### src/rtl/alu_sequencer.sv
// alu_sequencer: multi-cycle controller that runs one ALU operation per command.
// Each command reads its operand(s) from the register file, drives the external
// combinational ALU, then writes the result and flags back. The architectural
// flags register and the carry-in for ADC/SBC live here.
//
// Ports:
//   clk, rst_n                 clock (rising edge), async active-low reset
//   cmd_valid/cmd_ready        command handshake (ready only while idle)
//   cmd_op/ra/rb/rd/wb         opcode, source A, source B, destination, write-back enable
//   rf_rd_en/addr, rf_rd_data  regfile read port (data valid the cycle after the strobe)
//   rf_wr_en/addr/data         regfile write port
//   alu_op/a/b/cin             ALU operation, operands and carry-in
//   alu_result/alu_flags       combinational ALU outputs
//   flags, flags_clr           architectural flags and their synchronous clear
//   done, err                  completion pulse, reserved-opcode pulse (with done)
module alu_sequencer #(
   parameter int unsigned WORDSIZE  = 16,
   parameter int unsigned REGISTERS = 16,
   parameter int unsigned FLAGW     = 8,
   localparam int unsigned RA       = $clog2(REGISTERS)
) (
   input  logic                clk,
   input  logic                rst_n,
   input  logic                cmd_valid,
   output logic                cmd_ready,
   input  logic [3:0]          cmd_op,
   input  logic [RA-1:0]       cmd_ra,
   input  logic [RA-1:0]       cmd_rb,
   input  logic [RA-1:0]       cmd_rd,
   input  logic                cmd_wb,
   output logic                rf_rd_en,
   output logic [RA-1:0]       rf_rd_addr,
   input  logic [WORDSIZE-1:0] rf_rd_data,
   output logic                rf_wr_en,
   output logic [RA-1:0]       rf_wr_addr,
   output logic [WORDSIZE-1:0] rf_wr_data,
   output logic [3:0]          alu_op,
   output logic [WORDSIZE-1:0] alu_a,
   output logic [WORDSIZE-1:0] alu_b,
   output logic                alu_cin,
   input  logic [WORDSIZE-1:0] alu_result,
   input  logic [FLAGW-1:0]    alu_flags,
   output logic [FLAGW-1:0]    flags,
   input  logic                flags_clr,
   output logic                done,
   output logic                err
);

   localparam logic [3:0] OpCmp  = 4'h3;
   localparam logic [3:0] OpInc  = 4'h4;
   localparam logic [3:0] OpDec  = 4'h5;
   localparam logic [3:0] OpLsh  = 4'hB;
   localparam logic [3:0] OpRsh  = 4'hC;
   localparam logic [3:0] OpRsvd = 4'hD;

   // Flag bits 6..7 are reserved and never stored.
   localparam logic [FLAGW-1:0] FlagMask = FLAGW'(6'h3F);

   typedef enum logic [2:0] {StIdle, StRda, StRdb, StExec, StWb} state_e;

   state_e               state_q;
   logic [RA-1:0]        rb_q;
   logic [RA-1:0]        rd_q;
   logic                 wb_q;
   logic [WORDSIZE-1:0]  opa_q;
   logic [FLAGW-1:0]     flag_hold_q;

   logic                 reserved;
   logic                 one_operand;

   // alu_op doubles as the latched opcode for the whole command.
   assign reserved    = (alu_op >= OpRsvd);
   assign one_operand = (alu_op == OpInc) || (alu_op == OpDec) || (alu_op == OpLsh) ||
                        (alu_op == OpRsh) || reserved;

   // Carry only changes on the edge ending WB or via flags_clr, so it is stable in EXEC.
   assign alu_cin = flags[0];

   // The second (or only) operand arrives from the regfile during EXEC itself, so the
   // ALU operands are steered combinationally rather than registered first.
   always_comb begin
      alu_a = '0;
      alu_b = '0;
      if (state_q == StExec) begin
         if (one_operand) begin
            alu_a = rf_rd_data;
         end else begin
            alu_a = opa_q;
            alu_b = rf_rd_data;
         end
      end
   end

   always_ff @(posedge clk or negedge rst_n) begin
      if (!rst_n) begin
         state_q     <= StIdle;
         rb_q        <= '0;
         rd_q        <= '0;
         wb_q        <= 1'b0;
         opa_q       <= '0;
         flag_hold_q <= '0;
         cmd_ready   <= 1'b1;
         rf_rd_en    <= 1'b0;
         rf_rd_addr  <= '0;
         rf_wr_en    <= 1'b0;
         rf_wr_addr  <= '0;
         rf_wr_data  <= '0;
         alu_op      <= '0;
         flags       <= '0;
         done        <= 1'b0;
         err         <= 1'b0;
      end else begin
         // Strobes and pulses last exactly one cycle unless re-asserted below.
         rf_rd_en   <= 1'b0;
         rf_rd_addr <= '0;
         rf_wr_en   <= 1'b0;
         rf_wr_addr <= '0;
         rf_wr_data <= '0;
         done       <= 1'b0;
         err        <= 1'b0;

         unique case (state_q)
            StIdle: begin
               if (cmd_valid && cmd_ready) begin
                  alu_op     <= cmd_op;
                  rb_q       <= cmd_rb;
                  rd_q       <= cmd_rd;
                  wb_q       <= cmd_wb;
                  cmd_ready  <= 1'b0;
                  rf_rd_en   <= 1'b1;
                  rf_rd_addr <= cmd_ra;
                  state_q    <= StRda;
               end
            end
            StRda: begin
               if (one_operand) begin
                  state_q <= StExec;
               end else begin
                  rf_rd_en   <= 1'b1;
                  rf_rd_addr <= rb_q;
                  state_q    <= StRdb;
               end
            end
            StRdb: begin
               opa_q   <= rf_rd_data;
               state_q <= StExec;
            end
            StExec: begin
               flag_hold_q <= alu_flags & FlagMask;
               rf_wr_en    <= wb_q && (alu_op != OpCmp) && !reserved;
               rf_wr_addr  <= rd_q;
               rf_wr_data  <= alu_result;
               done        <= 1'b1;
               err         <= reserved;
               state_q     <= StWb;
            end
            StWb: begin
               cmd_ready <= 1'b1;
               alu_op    <= '0;
               state_q   <= StIdle;
            end
            default: state_q <= StIdle;
         endcase

         // A clear coinciding with the WB update takes priority.
         if (flags_clr) begin
            flags <= '0;
         end else if (state_q == StWb && !reserved) begin
            flags <= flag_hold_q;
         end
      end
   end

endmodule

### config.mk
export PLATFORM = sky130hd
export DESIGN_NAME = alu_sequencer
export DESIGN_NICKNAME = d
export VERILOG_FILES = /design/src/rtl/alu_sequencer.sv
export SDC_FILE = /design/constraint.sdc
export NUM_CORES = 1
export LEC_CHECK = 0
export ABC_AREA = 0
export CAP_MARGIN = 20
export CORE_ASPECT_RATIO = 0.75
export CORE_UTILIZATION = 40
export CTS_BUF_LIST = sky130_fd_sc_hd__clkbuf_8
export DETAILED_ROUTE_END_ITERATION = 6
export PLACE_DENSITY = 0.74
export SKIP_LAST_GASP = 1
export SLEW_MARGIN = 30
export SYNTH_ARGS = -nofsm -noshare
export SYNTH_HDL_FRONTEND = slang
export SYNTH_SLANG_ARGS = --single-unit
### constraint.sdc
create_clock -name clk -period 1.9 [get_ports clk]
set_input_delay 0.285 -clock clk [delete_from_list [all_inputs] [get_ports clk]]
set_output_delay 0.285 -clock clk [all_outputs]
set_load 0.02 [all_outputs]
==> impl_metrics.csv <==
group,metric,value,unit
status,outcome,"finished, violations left",
status,violations,"setup timing",
sta,finalCritPeriodShare,102,%
finish,multi_input_area,0.00133,sq mm
global_routing,antenna_found_initial,0,
route,vias,2596,
cts,cts-root-buf,"clkbuf_8",
global_routing,grt_usage,19.2,%
cts,cts_sinks,73,
sta,drv_slew,0,
critical_path,crit_type,"flop to primary output",
power_and_ir_drop,vdd_drop_max,0.669,mV
sta,worst_slack,-0.0318,ns
critical_path,endpoint_kind,"primary output",
route,ant_nets,0,
global_routing,grt_pass1_vias,2532,
cts,cts.clk_slew.worst_paths,0.07,ns
finish,utilization,64.6,%
global_routing,grt_pass1_wl,12500,um
synthesis,synth_area_per_cell,11.7,sq um
power_and_ir_drop,power,7.16,mW
synthesis,syn_area,0.00326,sq mm
power_and_ir_drop,powerDensity,1410,mW/mm^2
synthesis,synth.yosys.warnings,0,
synthesis,synth_edf_count,0,
placed_design,gp_congestion,0.766,
floorplan,die_y,80.2,um
synthesis,synthFlopType,"dfrtp_1",
sta,fmax,0.518,GHz
route,wirelength,8130,um
placed_design,port_buffers,130,
synthesis,yosys_register_bits,73,
finish,area_growth,56.1,%
sta,whs,0.367,ns
cts,cts_tree,"yes",
global_routing,grt_max_degree,37,
synthesis,ys_seq_area_share,56.0,%
route,dr.pass1.iters,4,
hold_path,hold_class,"input port to async pin",
floorplan,io_pins,135,
sta,setup_violations,9,
sta,skew,0.00804,ns
finish,final_cell_mix,"96 x clkdlybuf4s50_1, 71 x dfrtp_1, 38 x buf_4, 27 x mux2_2",
sta,rsz0062_at_grt,"yes",
floorplan,dieArea,0.00852,sq mm
floorplan,die_w,106,um
route,drc,0,
sta,hold_viol,0,
critical_path,cp_max_fo,5,
global_routing,grt_overflow,0,
floorplan,initial_core_util,41.4,%
synthesis,syn_inst,279,
route,drtIter0Drc,60,
finish,final_common_cell,"clkdlybuf4s50_1",
power_and_ir_drop,p_leak,2.30,nW
critical_path,startpoint_type,"flop",
synthesis,async_flop_share,100,%
finish,drive_gt1_share,28.4,%
finish,nets,486,
cts,cts_inserted_buffers,9,
route,viasPerCell,4.85,
critical_path,required,1.62,ns
floorplan,fp.coreArea,0.00788,sq mm
cts,clockBufferDepth,2,
cts,htree_levels,3,
floorplan,core.rowCount,28,
finish,fillers,646,
route,routedWlPerCell,15.2,um
synthesis,yosys.cell_types.count,32,
finish,diodes,0,
cts,clk_latency,0.34,ns
run,max-cap-violations,0,
critical_path,cp_data_arrival_time,1.65,ns
placed_design,dp_hpwl,5320,um
sta,min_period,1.93,ns
finish,register_area,0.00183,sq mm
[synth_stat cells, types with 2 or more instances]
library cell | n | area [sq um]
o21ai_0 | 18 | 90.1
mux2_2 | 27 | 304
inv_1 | 6 | 22.5
nand3_1 | 2 | 10.0
a22o_1 | 4 | 35.0
buf_4 | 6 | 45.0
mux2_1 | 4 | 45.0
nand2_1 | 24 | 90.1
clkbuf_1 | 13 | 48.8
o211ai_1 | 16 | 120
and3b_1 | 2 | 17.5
mux2i_1 | 10 | 100
nand2b_1 | 14 | 87.6
and2_1 | 20 | 125
and3_1 | 16 | 100
buf_2 | 6 | 30.0
or2_2 | 2 | 12.5
dfrtp_1 | 72 | 1800
a21oi_1 | 4 | 20.0
[routing by layer]
metal | GRT usage (%) | wire (um)
met3 | 6.74 | 578
met4 | 7.08 | 70
met5 | 0 | 0
met2 | 30.5 | 3820
met1 | 24.2 | 3650
[critical path, cell delays in order (launching register included)]
cell	delay, ns
dfrtp_1	0.37
and3b_2	0.33
buf_6	0.14
clkbuf_16	0.14
o211ai_1	0.09
o21ai_1	0.08
buf_4	0.15
[registers in the layout, summed over array words and instances, names as in the netlist]
register and count:
flags 6, rf_wr_addr 4, rd_q 4, alu_op 4, rf_wr_en 1, done 1, cmd_ready 1, wb_q 1
state_q 3, rf_rd_addr 4, rf_rd_en 1, opa_q 16, flag_hold_q 6, err 1, rb_q 4, rf_wr_data 16
[kinds of logic (layout without fill, tap and decap cells)]
| family | count (synthesis) | after routing | share of synthesized area, % |
|---|---|---|---|
| AND/OR/NAND/NOR | 86 | 86 | 15.5 |
| flip-flops | 73 | 73 | 56.0 |
| AO/OA/AOI/OAI | 46 | 46 | 9.78 |
| multiplexers | 41 | 41 | 13.8 |
| buffers and inverters | 32 | 182 | 4.83 |
| other | 1 | 2 | 0.115 |
[power by group]
part | internal, mW | switching (mW)
Clock | 0.632 | 0.560
Sequential | 2.12 | 0.277
Combinational | 1.83 | 1.74
Total | 4.58 | 2.57
[area by class of cell]
| type | count | share of cell area (%) |
|---|---|---|
| Tap cell | 105 | 2.58 |
| Multi-Input combinational cell | 175 | 26.1 |
| Clock inverter | 6 | 1.16 |
| Inverter | 6 | 0.442 |
| Sequential cell | 73 | 35.9 |
| Clock buffer | 10 | 2.70 |
| Timing Repair Buffer | 160 | 31.1 |
[timing repair]
item                       in CTS  in global routing
hold endpoints to repair       18                  0
hold buffers                    1                  0
buffers inserted                0                  3
resized for setup             104                 66
setup endpoints to repair      32                 33
gates cloned                    0                  5
pin swaps                       0                  9
[through the flow]
stage               setup slack [ns]  setup TNS, ns  cells  cell area [sq um]
global route                 -0.0973          -1.27    535               5090
global placement             -0.0430         -0.758    510               4800
detailed placement           -0.0916          -1.01    510               4800
floorplan                     0.0306              0    280               3270
CTS                          -0.0951          -1.85    527               5000
finish                       -0.0318         -0.134    535               5090
[worst paths after layout]
kind | startpoint | to | slack [ns] | depth (start not counted)
min in group clk | rd_q[1]$_DFFE_PN0P_ | rf_wr_addr[1]$_DFF_PN0_ | 0.48 | 1
max reg2reg | state_q[2]$_DFFE_PN0P_ | flags[4]$_DFFE_PN0P_ | 0.24 | 5
min | rst_n | flags[1]$_DFFE_PN0P_ | 0.37 | 2
max | state_q[2]$_DFFE_PN0P_ | alu_a[9] | -0.03 | 6
min reg2reg | rd_q[1]$_DFFE_PN0P_ | rf_wr_addr[1]$_DFF_PN0_ | 0.48 | 1
max in group asynchronous | rst_n | rf_wr_data[12]$_DFF_PN0_ | 0.98 | 3
(Power assumes the default switching activity.)
